==> src/rtl/wall_sequencer.sv <==
`default_nettype none
// ============================================================================
// Module      : wall_sequencer
// Description : Game-flow controller for the wall/graphics datapath. Owns the
//               game state, steps the wall depth toward the player frame by
//               frame, counts collision pixels during the check frame, and
//               resolves each wall as pass or game over.
// Options     : WALL_SPEEDUP_EN - when defined, a runtime step register
//               starts at FRAMES_PER_STEP and shrinks by one (minimum 1)
//               after every passed wall.
// Revision    : 1.0 - initial release
// ============================================================================
module wall_sequencer #(
    parameter int MAX_WALL_DEPTH      = 75,
    parameter int GOAL_DEPTH          = 60,
    parameter int GOAL_DEPTH_DELTA    = 10,
    parameter int FRAMES_PER_STEP     = 2,
    parameter int COLLISION_THRESHOLD = 2000,
    parameter int PASS_FRAMES         = 30,
    parameter int NUM_WALLS           = 4
) (
    input  logic       clk_in,
    input  logic       rst_in,
    input  logic       new_frame_in,
    input  logic       pixel_valid_in,
    input  logic       is_collision_in,
    input  logic [7:0] player_depth_in,
    input  logic       start_in,
    output logic [2:0] game_state_out,
    output logic [7:0] wall_depth_out,
    output logic [2:0] wall_id_out,
    output logic [7:0] score_out,
    output logic       result_valid_out,
    output logic       result_pass_out
);

    // Frame counter is shared by APPROACH (counts to step-1) and PASS
    // (counts to PASS_FRAMES-1), so it must hold the larger of the two.
    localparam int FCW = ($clog2(PASS_FRAMES) > 4) ? $clog2(PASS_FRAMES) : 4;

    // Player-depth window, computed wide and clamped into the 8-bit range.
    localparam int WIN_LO_I = GOAL_DEPTH - GOAL_DEPTH_DELTA;
    localparam int WIN_HI_I = GOAL_DEPTH + GOAL_DEPTH_DELTA;
    localparam logic [7:0] WIN_LO = 8'((WIN_LO_I < 0)   ? 0   : WIN_LO_I);
    localparam logic [7:0] WIN_HI = 8'((WIN_HI_I > 255) ? 255 : WIN_HI_I);

    localparam logic [7:0]     MAX_D      = 8'(MAX_WALL_DEPTH);
    localparam logic [7:0]     GOAL_D     = 8'(GOAL_DEPTH);
    localparam logic [20:0]    THRESH_W   = 21'(COLLISION_THRESHOLD);
    localparam logic [FCW-1:0] PASS_LAST  = FCW'(PASS_FRAMES - 1);
    localparam logic [2:0]     WALL_LAST  = 3'(NUM_WALLS - 1);
    localparam logic [3:0]     STEP_INIT  = 4'(FRAMES_PER_STEP);

    typedef enum logic [2:0] {
        S_GAME_OVER = 3'd0,
        S_IDLE      = 3'd1,
        S_APPROACH  = 3'd2,
        S_CHECK     = 3'd3,
        S_PASS      = 3'd4
    } state_t;

    state_t          state_q;
    logic [7:0]      depth_q;
    logic [2:0]      wall_id_q;
    logic [7:0]      score_q;
    logic            result_valid_q;
    logic            result_pass_q;
    logic [FCW-1:0]  frame_cnt_q;
    logic [19:0]     coll_cnt_q;

    logic [3:0]      step_d;
    logic [FCW-1:0]  step_last_d;
    logic [7:0]      depth_dec_d;
    logic [7:0]      depth_sat_dec_d;
    logic [2:0]      wall_next_d;
    logic [7:0]      score_inc_d;
    logic            pass_d;

`ifdef WALL_SPEEDUP_EN
    logic [3:0]      step_q;
    assign step_d = step_q;
`else
    assign step_d = STEP_INIT;
`endif

    // Next-value helpers shared by the state machine below.
    always_comb begin
        step_last_d     = FCW'(step_d - 4'd1);
        depth_dec_d     = depth_q - 8'd1;
        depth_sat_dec_d = (depth_q == 8'd0) ? 8'd0 : depth_q - 8'd1;
        wall_next_d     = (wall_id_q == WALL_LAST) ? 3'd0 : wall_id_q + 3'd1;
        score_inc_d     = (score_q == 8'hFF) ? 8'hFF : score_q + 8'd1;
        pass_d          = ({1'b0, coll_cnt_q} <= THRESH_W)
                        && (player_depth_in >= WIN_LO)
                        && (player_depth_in <= WIN_HI);
    end

    // Game-flow state machine with all outputs registered.
    always_ff @(posedge clk_in) begin
        if (rst_in) begin
            state_q        <= S_IDLE;
            depth_q        <= MAX_D;
            wall_id_q      <= 3'd0;
            score_q        <= 8'd0;
            result_valid_q <= 1'b0;
            result_pass_q  <= 1'b0;
            frame_cnt_q    <= '0;
            coll_cnt_q     <= '0;
`ifdef WALL_SPEEDUP_EN
            step_q         <= STEP_INIT;
`endif
        end else begin
            result_valid_q <= 1'b0;
            result_pass_q  <= 1'b0;
            case (state_q)
                S_IDLE: begin
                    depth_q <= MAX_D;
                    // A frame pulse coinciding with start is deliberately
                    // dropped so the new wall always begins at counter 0.
                    if (start_in) begin
                        score_q     <= 8'd0;
                        frame_cnt_q <= '0;
                        wall_id_q   <= 3'd0;
`ifdef WALL_SPEEDUP_EN
                        step_q      <= STEP_INIT;
`endif
                        state_q     <= S_APPROACH;
                    end
                end
                S_APPROACH: begin
                    if (new_frame_in) begin
                        if (frame_cnt_q == step_last_d) begin
                            frame_cnt_q <= '0;
                            depth_q     <= depth_dec_d;
                            if (depth_dec_d == GOAL_D) begin
                                coll_cnt_q <= '0;
                                state_q    <= S_CHECK;
                            end
                        end else begin
                            frame_cnt_q <= frame_cnt_q + 1'b1;
                        end
                    end
                end
                S_CHECK: begin
                    // The closing frame pulse resolves the check; that
                    // cycle's pixel sample is intentionally excluded.
                    if (new_frame_in) begin
                        result_valid_q <= 1'b1;
                        result_pass_q  <= pass_d;
                        state_q        <= pass_d ? S_PASS : S_GAME_OVER;
`ifdef WALL_SPEEDUP_EN
                        if (pass_d && (step_q > 4'd1)) begin
                            step_q <= step_q - 4'd1;
                        end
`endif
                    end else if (pixel_valid_in && is_collision_in
                                 && (coll_cnt_q != 20'hFFFFF)) begin
                        coll_cnt_q <= coll_cnt_q + 20'd1;
                    end
                end
                S_PASS: begin
                    if (new_frame_in) begin
                        if (frame_cnt_q == PASS_LAST) begin
                            score_q     <= score_inc_d;
                            wall_id_q   <= wall_next_d;
                            depth_q     <= MAX_D;
                            frame_cnt_q <= '0;
                            state_q     <= S_APPROACH;
                        end else begin
                            frame_cnt_q <= frame_cnt_q + 1'b1;
                            depth_q     <= depth_sat_dec_d;
                        end
                    end
                end
                S_GAME_OVER: begin
                    if (start_in) begin
                        depth_q <= MAX_D;
                        state_q <= S_IDLE;
                    end
                end
                default: begin
                    state_q <= S_IDLE;
                end
            endcase
        end
    end

    assign game_state_out   = state_q;
    assign wall_depth_out   = depth_q;
    assign wall_id_out      = wall_id_q;
    assign score_out        = score_q;
    assign result_valid_out = result_valid_q;
    assign result_pass_out  = result_pass_q;

endmodule
`default_nettype wire

==> config.mk <==
export PLATFORM = sky130hd
export DESIGN_NAME = wall_sequencer
export DESIGN_NICKNAME = d
export VERILOG_FILES = /design/src/rtl/wall_sequencer.sv
export SDC_FILE = /design/constraint.sdc
export NUM_CORES = 1
export LEC_CHECK = 0
export CORE_ASPECT_RATIO = 2
export CORE_MARGIN = 2
export CORE_UTILIZATION = 56
export DETAILED_ROUTE_END_ITERATION = 12
export PLACE_DENSITY = 0.81
export SYNTH_ARGS = -nofsm -noshare
export SYNTH_HDL_FRONTEND = slang
export SYNTH_SLANG_ARGS = --single-unit
==> constraint.sdc <==
create_clock -name clk_in -period 3 [get_ports clk_in]
set_input_delay 0.3 -clock clk_in [delete_from_list [all_inputs] [get_ports clk_in]]
set_output_delay 0.3 -clock clk_in [all_outputs]
set_load 0.1 [all_outputs]
==> out/qor.csv <==
stage,metric,value,unit
power_and_ir_drop,p_leak,1.21,nW
floorplanning,ioPinCount,38,
grt,grt_start_max_net_pins,35,
synthesis,ys_warn_count,0,
floorplanning,core,5140,µm²
sta,rsz0062_at_grt,false,
routing,first_pass_iters,4,
routing,totalWireLength,7770,µm
sta,tightestPinTransition,0.959,ns
routing,vias_per_cell,6.40,
grt,grt_pass1_vias,2950,
clock_network,clkSinkCount,49,
place,place_area,3310,µm²
power_and_ir_drop,irDropWorstVdd,379,µV
critical_path,path_class,reg -> reg,
clock_network,cts_tree,done,
critical_path,reg2reg_depth,9,
power_and_ir_drop,switchingPower,418,µW
synthesis,ys_seq_area_share,33.2,%
synthesis,postSynthNetCount,402,
flow_run,cap_viol_max_count,0,
critical_path,crit_path_start_kind,register,
clock_network,clk_latency,0.31,ns
clock_network,postCtsSetupBuffers,0,
sta,post-route-period-util,85.4,%
place,io_buffers,37,
floorplanning,row_count,37,
status,status,completed,
power_and_ir_drop,power_density,404,nW/µm²
power_and_ir_drop,seqPwrFrac,49.7,%
critical_path,r2r_slack,0.44,ns
synthesis,syn_inst,380,
clock_network,h-tree-depth,2,
sta,setup-violations-final,0,
synthesis,synth.top_cell.area_share,33.2,%
synthesis,syn_area,2960,µm²
critical_path,crit_path_start,wall_depth_out[1],
place,dp.cells,464,
synthesis,async_flop_share,0,%
place,dp_hpwl,5800,µm
synthesis,synthTopCellsByArea,"dfxtp_1 33%, a21oi_1 6.4%, nor2_1 5.1%",
layout,fin_cells,472,
min_path,holdPathStages,2,
sta,final.setup_skew,0.00993,ns
grt,grt_pass1_wl,12900,µm
power_and_ir_drop,power.internal,959,µW
layout,insertedDiodeCount,0,
synthesis,synth_ff_type,dfxtp_1,
critical_path,cp.arrival,2.80,ns
min_path,min_to,wall_id_out[1],
critical_path,required,3.24,ns
floorplanning,start_util,57.6,%
synthesis,syn-mean-instance-area,7.79,µm²
clock_network,clk_pin_slew_worst_paths,0.09,ns
clock_network,root_buffer,clkbuf_8,
layout,final_util,66.4,%
power_and_ir_drop,switching_share,30.4,%
synthesis,ys_seq_elements,49,
clock_network,cts_buffers,5,
sta,hold_viol,0,
layout,drive_above_1_share,14.0,%
power_and_ir_drop,combPwrFrac,18.8,%
critical_path,crit_path_end_kind,register,
min_path,worstHoldPathType,reg -> reg,
grt,antenna_found_initial,0,
floorplanning,dieArea,5920,µm²
routing,drcViolationCount,0,
sta,tns,0,ns
synthesis,synth-edff-count,0,
layout,design_area,3410,µm²
critical_path,cp_max_fo,34,
sta,drv_slew,0,
clock_network,cts-resized-gates,0,
sta,hold_ws,0.480,ns
layout,layout_common_cells,"48 x dfxtp_1, 40 x nor2_1, 38 x a21oi_1",
routing,avgRoutedWirePerCell,16.5,µm
clock_network,clockBufferDepth,2,
power_and_ir_drop,power_frac_clock,31.4,%
synthesis,netlist.top_cell.by_area,dfxtp_1,
routing,num_vias,3020,
sta,fmax,0.391,GHz
routing,drt_iter0_markers,104,
clock_network,ctsHoldBuffers,0,
layout,layout_commonest_cell,dfxtp_1,
floorplanning,die_y,107,µm
critical_path,r2r-start,wall_depth_out[1],
layout,area_growth,15.2,%
critical_path,r2r-end,coll_cnt_q[6],
sta,max-slew-margin-rel,35.9,%
synthesis,synth_cell_type_count,58,
layout,fillCellCount,486,
grt,grt_overflow,0,
routing,drt.antenna.violating_nets,0,
place,gp_congestion,0.933,
sta,period_minus_slack,2.56,ns
layout,fin_nets,435,
grt,grt_usage,26.8,%
min_path,hold_start,wall_id_out[1],
floorplanning,die_x,55.4,µm
[per-layer routing]
metal	vias to the layer above	part of all wire, %	track usage, %
met5	-	0	0
li1	1478	-	-
met3	35	4.3	4.95
met2	96	54	51.0
met1	1411	37	25.0
met4	0	5.3	17.6
[state kept, by name, indices dropped and copies added, names as in the netlist]
register and count:
coll_cnt_q 20, result_valid_out 1, wall_id_out 3, result_pass_out 1, wall_depth_out 8, frame_cnt_q 5
game_state_out 3, score_out 8
[final cells by class]
cell class                 instances  area [µm²]  area share [%]
multi-input combinational        301        1840            53.9
timing repair buffer              45         375            11.0
clock inverter                     1        5.00           0.147
clock buffer                       7        96.3            2.83
sequential                        49         982            28.8
inverter                          11        41.3            1.21
tap                               58        72.6            2.13
[power by group through the flow]
stage / Combinational [mW] / Clock, mW / Sequential [mW]
floorplan: 0.151 / 0 / 0.734
global placement: 0.253 / 0 / 0.699
detailed placement: 0.258 / 0 / 0.700
CTS: 0.259 / 0.436 / 0.685
global route: 0.281 / 0.464 / 0.689
finish: 0.259 / 0.433 / 0.685
[worst max-delay path, stage by stage, from the launching register on]
cell and delay, ns:
dfxtp_1 0.44, inv_1 0.10, ha_1 0.23, nor3b_2 0.20
a2bb2oi_2 0.21, a2111oi_4 0.36, a21oi_2 0.09, buf_4 0.23
or4_1 0.49, a21oi_1 0.15
[logic make-up (layout without fill, tap and decap cells)]
group / count (synthesis) / count (layout) / share of synthesized area (%)
simple gates: 171 / 171 / 31.9
compound gates: 117 / 117 / 25.3
flops: 49 / 49 / 33.2
buf+inv: 30 / 64 / 4.78
fa+ha+maj: 8 / 8 / 3.38
xor+xnor: 5 / 5 / 1.48
[worst max-delay path by stage]
stage	endpoint	slack (ns)	cells after the start
floorplan	coll_cnt_q[9]	0.02	9
finish	coll_cnt_q[6]	0.44	9
detailed placement	coll_cnt_q[6]	0.50	9
CTS	coll_cnt_q[6]	0.45	9
global route	coll_cnt_q[1]	0.28	7
global placement	coll_cnt_q[1]	0.54	7
[Yosys cell counts (3+ instances only)]
master	n
nor2_1	40
o31ai_1	3
inv_1	11
a21oi_1	38
a311oi_1	3
nor3_1	13
a22oi_1	4
nand4_1	14
ha_1	8
a31oi_1	6
a21oi_2	4
dfxtp_1	49
or3_1	13
xor2_1	4
buf_6	3
and2_1	3
a21o_1	3
clkbuf_1	11
o21ai_0	27
and3_1	4
buf_2	4
nand2b_1	5
o22ai_1	6
or4_1	6
nand2_1	26
a211oi_1	4
nor2b_1	8
nor4_1	3
nand3_1	18
[stage by stage]
step / setup WS [ns] / total power, mW
final: 0.439 / 1.38
after global placement: 0.542 / 0.951
after global routing: 0.278 / 1.43
after CTS: 0.452 / 1.38
after floorplan: 0.0196 / 0.885
after detailed placement: 0.498 / 0.958
Power figures use the tool's default switching activity.
